### src/rtl/mips_chk_pkg.sv
// ============================================================================
// Module      : mips_chk_pkg
// Description : Shared types and constants for the MIPS result checker.
// Revision    : 1.0
// ============================================================================
`default_nettype none

package mips_chk_pkg;

    typedef enum logic [2:0] {
        ST_IDLE   = 3'd0,
        ST_RUN    = 3'd1,
        ST_SETTLE = 3'd2,
        ST_PASS   = 3'd3,
        ST_TOUT   = 3'd4
    } chk_state_e;

    localparam int unsigned ZERO_REG = 0;
    localparam int          DEF_DW   = 32;
    localparam int          DEF_RAW  = 5;

endpackage

`default_nettype wire

### src/rtl/mips_chk_channel.sv
// ============================================================================
// Module      : mips_chk_channel
// Description : One watched-register channel: latched config, shadow, match.
// Revision    : 1.0
// ============================================================================
`default_nettype none

module mips_chk_channel
    import mips_chk_pkg::*;
#(
    parameter int DW  = DEF_DW,
    parameter int RAW = DEF_RAW
) (
    input  logic           clk,
    input  logic           rst,
    input  logic           clear_i,
    input  logic           snoop_i,
    input  logic           cfg_en_i,
    input  logic [RAW-1:0] cfg_addr_i,
    input  logic [DW-1:0]  cfg_val_i,
    input  logic           wb_en_i,
    input  logic [RAW-1:0] wb_addr_i,
    input  logic [DW-1:0]  wb_data_i,
    output logic           match_o
);

    logic           en_q;
    logic [RAW-1:0] addr_q;
    logic [DW-1:0]  val_q;
    logic [DW-1:0]  shadow_q, shadow_d;
    logic           valid_q, valid_d;
    logic           match_q, match_d;
    logic           w_is_zero;
    logic           w_hit;

    assign w_is_zero = (addr_q == RAW'(ZERO_REG));
    assign w_hit     = snoop_i && wb_en_i && (wb_addr_i == addr_q) && !w_is_zero;

    // Match is computed from the post-write shadow so it lands one cycle after the write.
    always_comb begin
        shadow_d = w_hit ? wb_data_i : shadow_q;
        valid_d  = valid_q | w_hit;
        if (!en_q)
            match_d = 1'b1;
        else if (w_is_zero)
            match_d = (val_q == '0);
        else
            match_d = valid_d && (shadow_d == val_q);
    end

    always_ff @(posedge clk or negedge rst) begin
        if (!rst) begin
            en_q     <= 1'b0;
            addr_q   <= '0;
            val_q    <= '0;
            shadow_q <= '0;
            valid_q  <= 1'b0;
            match_q  <= 1'b0;
        end else if (clear_i) begin
            en_q     <= cfg_en_i;
            addr_q   <= cfg_addr_i;
            val_q    <= cfg_val_i;
            shadow_q <= '0;
            valid_q  <= 1'b0;
            match_q  <= 1'b0;
        end else if (snoop_i) begin
            shadow_q <= shadow_d;
            valid_q  <= valid_d;
            match_q  <= match_d;
        end
    end

    assign match_o = match_q;

endmodule

`default_nettype wire

### config.mk
export PLATFORM = sky130hd
export DESIGN_NAME = mips_chk_channel
export DESIGN_NICKNAME = d
export VERILOG_FILES = /design/src/rtl/mips_chk_pkg.sv /design/src/rtl/mips_chk_channel.sv
export SDC_FILE = /design/constraint.sdc
export NUM_CORES = 1
export LEC_CHECK = 0
export ABC_AREA = 1
export CORE_UTILIZATION = 40
export CTS_CLUSTER_DIAMETER = 30
export DETAILED_ROUTE_END_ITERATION = 10
export PLACE_DENSITY = 0.67
export SYNTH_ARGS = -nofsm -noshare
export SYNTH_HDL_FRONTEND = slang
export SYNTH_SLANG_ARGS = --single-unit
### constraint.sdc
create_clock -name clk -period 4 [get_ports clk]
set_input_delay 0.8 -clock clk [delete_from_list [all_inputs] [get_ports clk]]
set_output_delay 0.8 -clock clk [all_outputs]
set_load 0.01 [all_outputs]
==> metrics.yaml <==
layout:
  seqCellArea_um2: 1800
  multi_input_area_um2: 1700
  final_cell_mix: "nand2_1, clkdlybuf4s50_1, dfrtp_1"
  finalInstanceArea_um2: 4980
  nFillCells: 933
  final_cells: 742
  area_growth_pct: 27.4
  layout-drive-gt1-share: 0.0848
  finalNetCount: 688
  antenna_cells: 0
  layout_commonest_cell: "nand2_1"
grt:
  grtUsageMet1: 0.275
  grt_pass1_wl_mm: 16.4
  gr-usage-all-layers: 0.209
  use_met3: 0.0312
  gr-total-overflow: 0
  gr-usage-met2: 0.346
  grt_busiest_layer: "met2"
  grt_pass1_vias: 3470
  grt_max_degree: 52
  antenna_found_initial: 0
hold_path:
  hp-start: "valid_q$_DFFE_PN0P_"
  min_path_type: "register to register"
clock_tree:
  cts-hold-fix-buffers: 0
  cts_max_path_buffers: 2
  cts_tree: "yes"
  postCtsSetupRepairBufs: 0
  numCtsBuffers: 9
  clk_latency_ns: 0.35
  cts.clk_slew.worst_paths_ns: 0.08
  cts_sinks: 72
  cts_resized: 0
  clockRootBuffer: "clkbuf_8"
  htreeDepth: 3
synthesis:
  ys_seq_area_frac: 0.461
  yosysWarnings: 0
  synth_cell_types: 29
  yosysTopAreaCell: "dfrtp_1"
  synth_nets: 611
  synth-seq-cells: 72
  syn_inst: 531
  synth.area.top_cells: "dfrtp_1, nand2_1, nand3_1"
  yosysTopAreaCellShare: 0.461
  synth_area_per_cell_um2: 7.36
  netlist_area_um2: 3910
setup_path:
  critPathTopFamily: "simple AND/OR/NAND/NOR gates"
  rr_startpoint: "addr_q[2]$_DFFE_PN0P_"
  cp.buffers_inverters: 2
  cp.arrival_ns: 3.15
  critPathMaxFanout: 45
  cp.required_ns: 4.29
  crit_path_start: "snoop_i"
  crit_path_top_delay_cell: "clkdlybuf4s50_1"
  endpoint_kind: "register"
  cpMostUsedCell: "nand2_1"
  startpoint_type: "input port"
  crit_path_cell_trace: "clkdlybuf4s50_1 > nand2_1 > a21oi_2 > nand2_2 > nor2_8 > nand2_8 > inv_1 > nand2_1 > nand2_1 > nand2_1 > a21oi_1 > nand3_1 > nor2_1 > nand3_1 > nand2_1 > nand2_1 > nand2_1"
  cp_slowest_stage_delay_ns: 0.48
  critPathKind: "input port to register"
sta:
  drv_slew: 0
  tightest_slew_ns: 1.07
  rsz0062_at_grt: "no"
  min_period_ns: 2.86
  finClkSkew_ns: 0.0151
  fin_crit_sh: 0.716
  finalHoldViolCount: 0
  max_slew_margin: 0.289
  setup_viol: 0
  hold_slack_ns: 0.513
  clock.fmax_mhz: 349
  finalSetupTns_ns: 0
  worst_slack_ns: 1.14
floorplan:
  die-area_um2: 10200
  ioPinCount: 81
  core_area_um2: 9370
  rows: 35
  chipWidth_um: 101
  dieHeight_um: 101
  start_util: 0.417
drt:
  dr_total_vias: 3581
  drt-total-wl_mm: 9.73
  routedWlPerCell_um: 13.1
  via_per_inst: 4.83
  drtAntennaViolNets: 0
  route.detailed.drc: 0
  drt-pass1-iter-count: 4
  drtIter0Drc: 145
power:
  p_seq_frac: 0.483
  power.density_nw_per_um2: 331
  peakVddDrop_v: 0.000137
  clkPwrFrac: 0.353
  p_leak_nw: 2.50
  combinationalPowerShare: 0.163
  switchingPower_mw: 0.451
  internal-power_mw: 1.20
  swShare: 0.274
status:
  outcome: "finished, final reports clean"
placement:
  portBuffers: 80
  placed_cells: 726
  dpl_cell_area_um2: 4780
  dp_hpwl_mm: 7.11
  pre_cts_ws_ns: 0.741
  gp_congestion: 0.877
run:
  maxCapViolCount: 0
==> kinds of logic after synthesis <==
group                  count (synthesis)  synth area share
buffers and inverters                 95             0.104
flip-flops                            72             0.461
AND/OR/NAND/NOR                      291             0.335
AO/OA/AOI/OAI                         72            0.0976
multiplexers                           1           0.00288
==> Yosys cell counts (all sizes together) <==
master	instances
nand3b	3
clkinv	2
buf	11
nand4	3
a21oi	23
nor4	6
o21bai	1
and2	1
nor2	35
nand2	184
clkbuf	9
o21ai	45
dfrtp	72
mux2	1
nor3	2
o211ai	3
nand3	57
inv	73
==> power by group through the flow <==
stage	clock, mW	sequential (mW)	combinational, mW
after floorplan	0	0.801	0.139
after global placement	0	0.809	0.269
after detailed placement	0	0.809	0.272
after CTS	0.591	0.795	0.273
after global routing	0.628	0.801	0.302
final	0.582	0.796	0.268
==> stage by stage <==
stage                     utilization  power (mW)
after CTS                       0.531        1.66
after floorplan                     -       0.940
final                           0.531        1.65
after detailed placement        0.510        1.08
after global routing            0.531        1.73
after global placement          0.510        1.08
==> worst reg2reg max path: cells and delay by family, from the launching register on <==
kind	cells	cell delay, ns
AO/OA/AOI/OAI	1	0.13
AND/OR/NAND/NOR	14	1.45
buffers and inverters	2	0.31
flip-flops	1	0.40
==> flip-flops by register name, indices dropped and copies added, names as in the netlist <==
signal and cells:
val_q 32, addr_q 5, valid_q 1, shadow_q 32, match_o 1, en_q 1
==> final cells by class <==
| class | instances | share of cell area |
|---|---|---|
| clock inverters | 5 | 0.0113 |
| inverters | 75 | 0.0565 |
| multi-input cells | 364 | 0.342 |
| clock buffers | 11 | 0.0284 |
| well taps | 129 | 0.0324 |
| repair buffers | 86 | 0.168 |
| flip-flops and latches | 72 | 0.362 |
==> layer usage <==
layer,vias up,share of wire
met5,-,0
met4,0,0.019
met3,13,0.035
met2,89,0.48
met1,1649,0.47
li1,1830,-
==> final timing paths <==
check / cells after the start / slack (ns) / endpoint
worst max register to register: 17 / 1.66 / match_o$_DFFE_PN0P_
worst min-delay path: 2 / 0.51 / valid_q$_DFFE_PN0P_
worst max-delay path: 17 / 1.14 / match_o$_DFFE_PN0P_
min in group asynchronous: 1 / 0.64 / en_q$_DFFE_PN0P_
worst min register to register: 2 / 0.51 / valid_q$_DFFE_PN0P_
max in group asynchronous: 2 / 2.55 / shadow_q[28]$_DFFE_PN0P_
(Power assumes the default switching activity.)
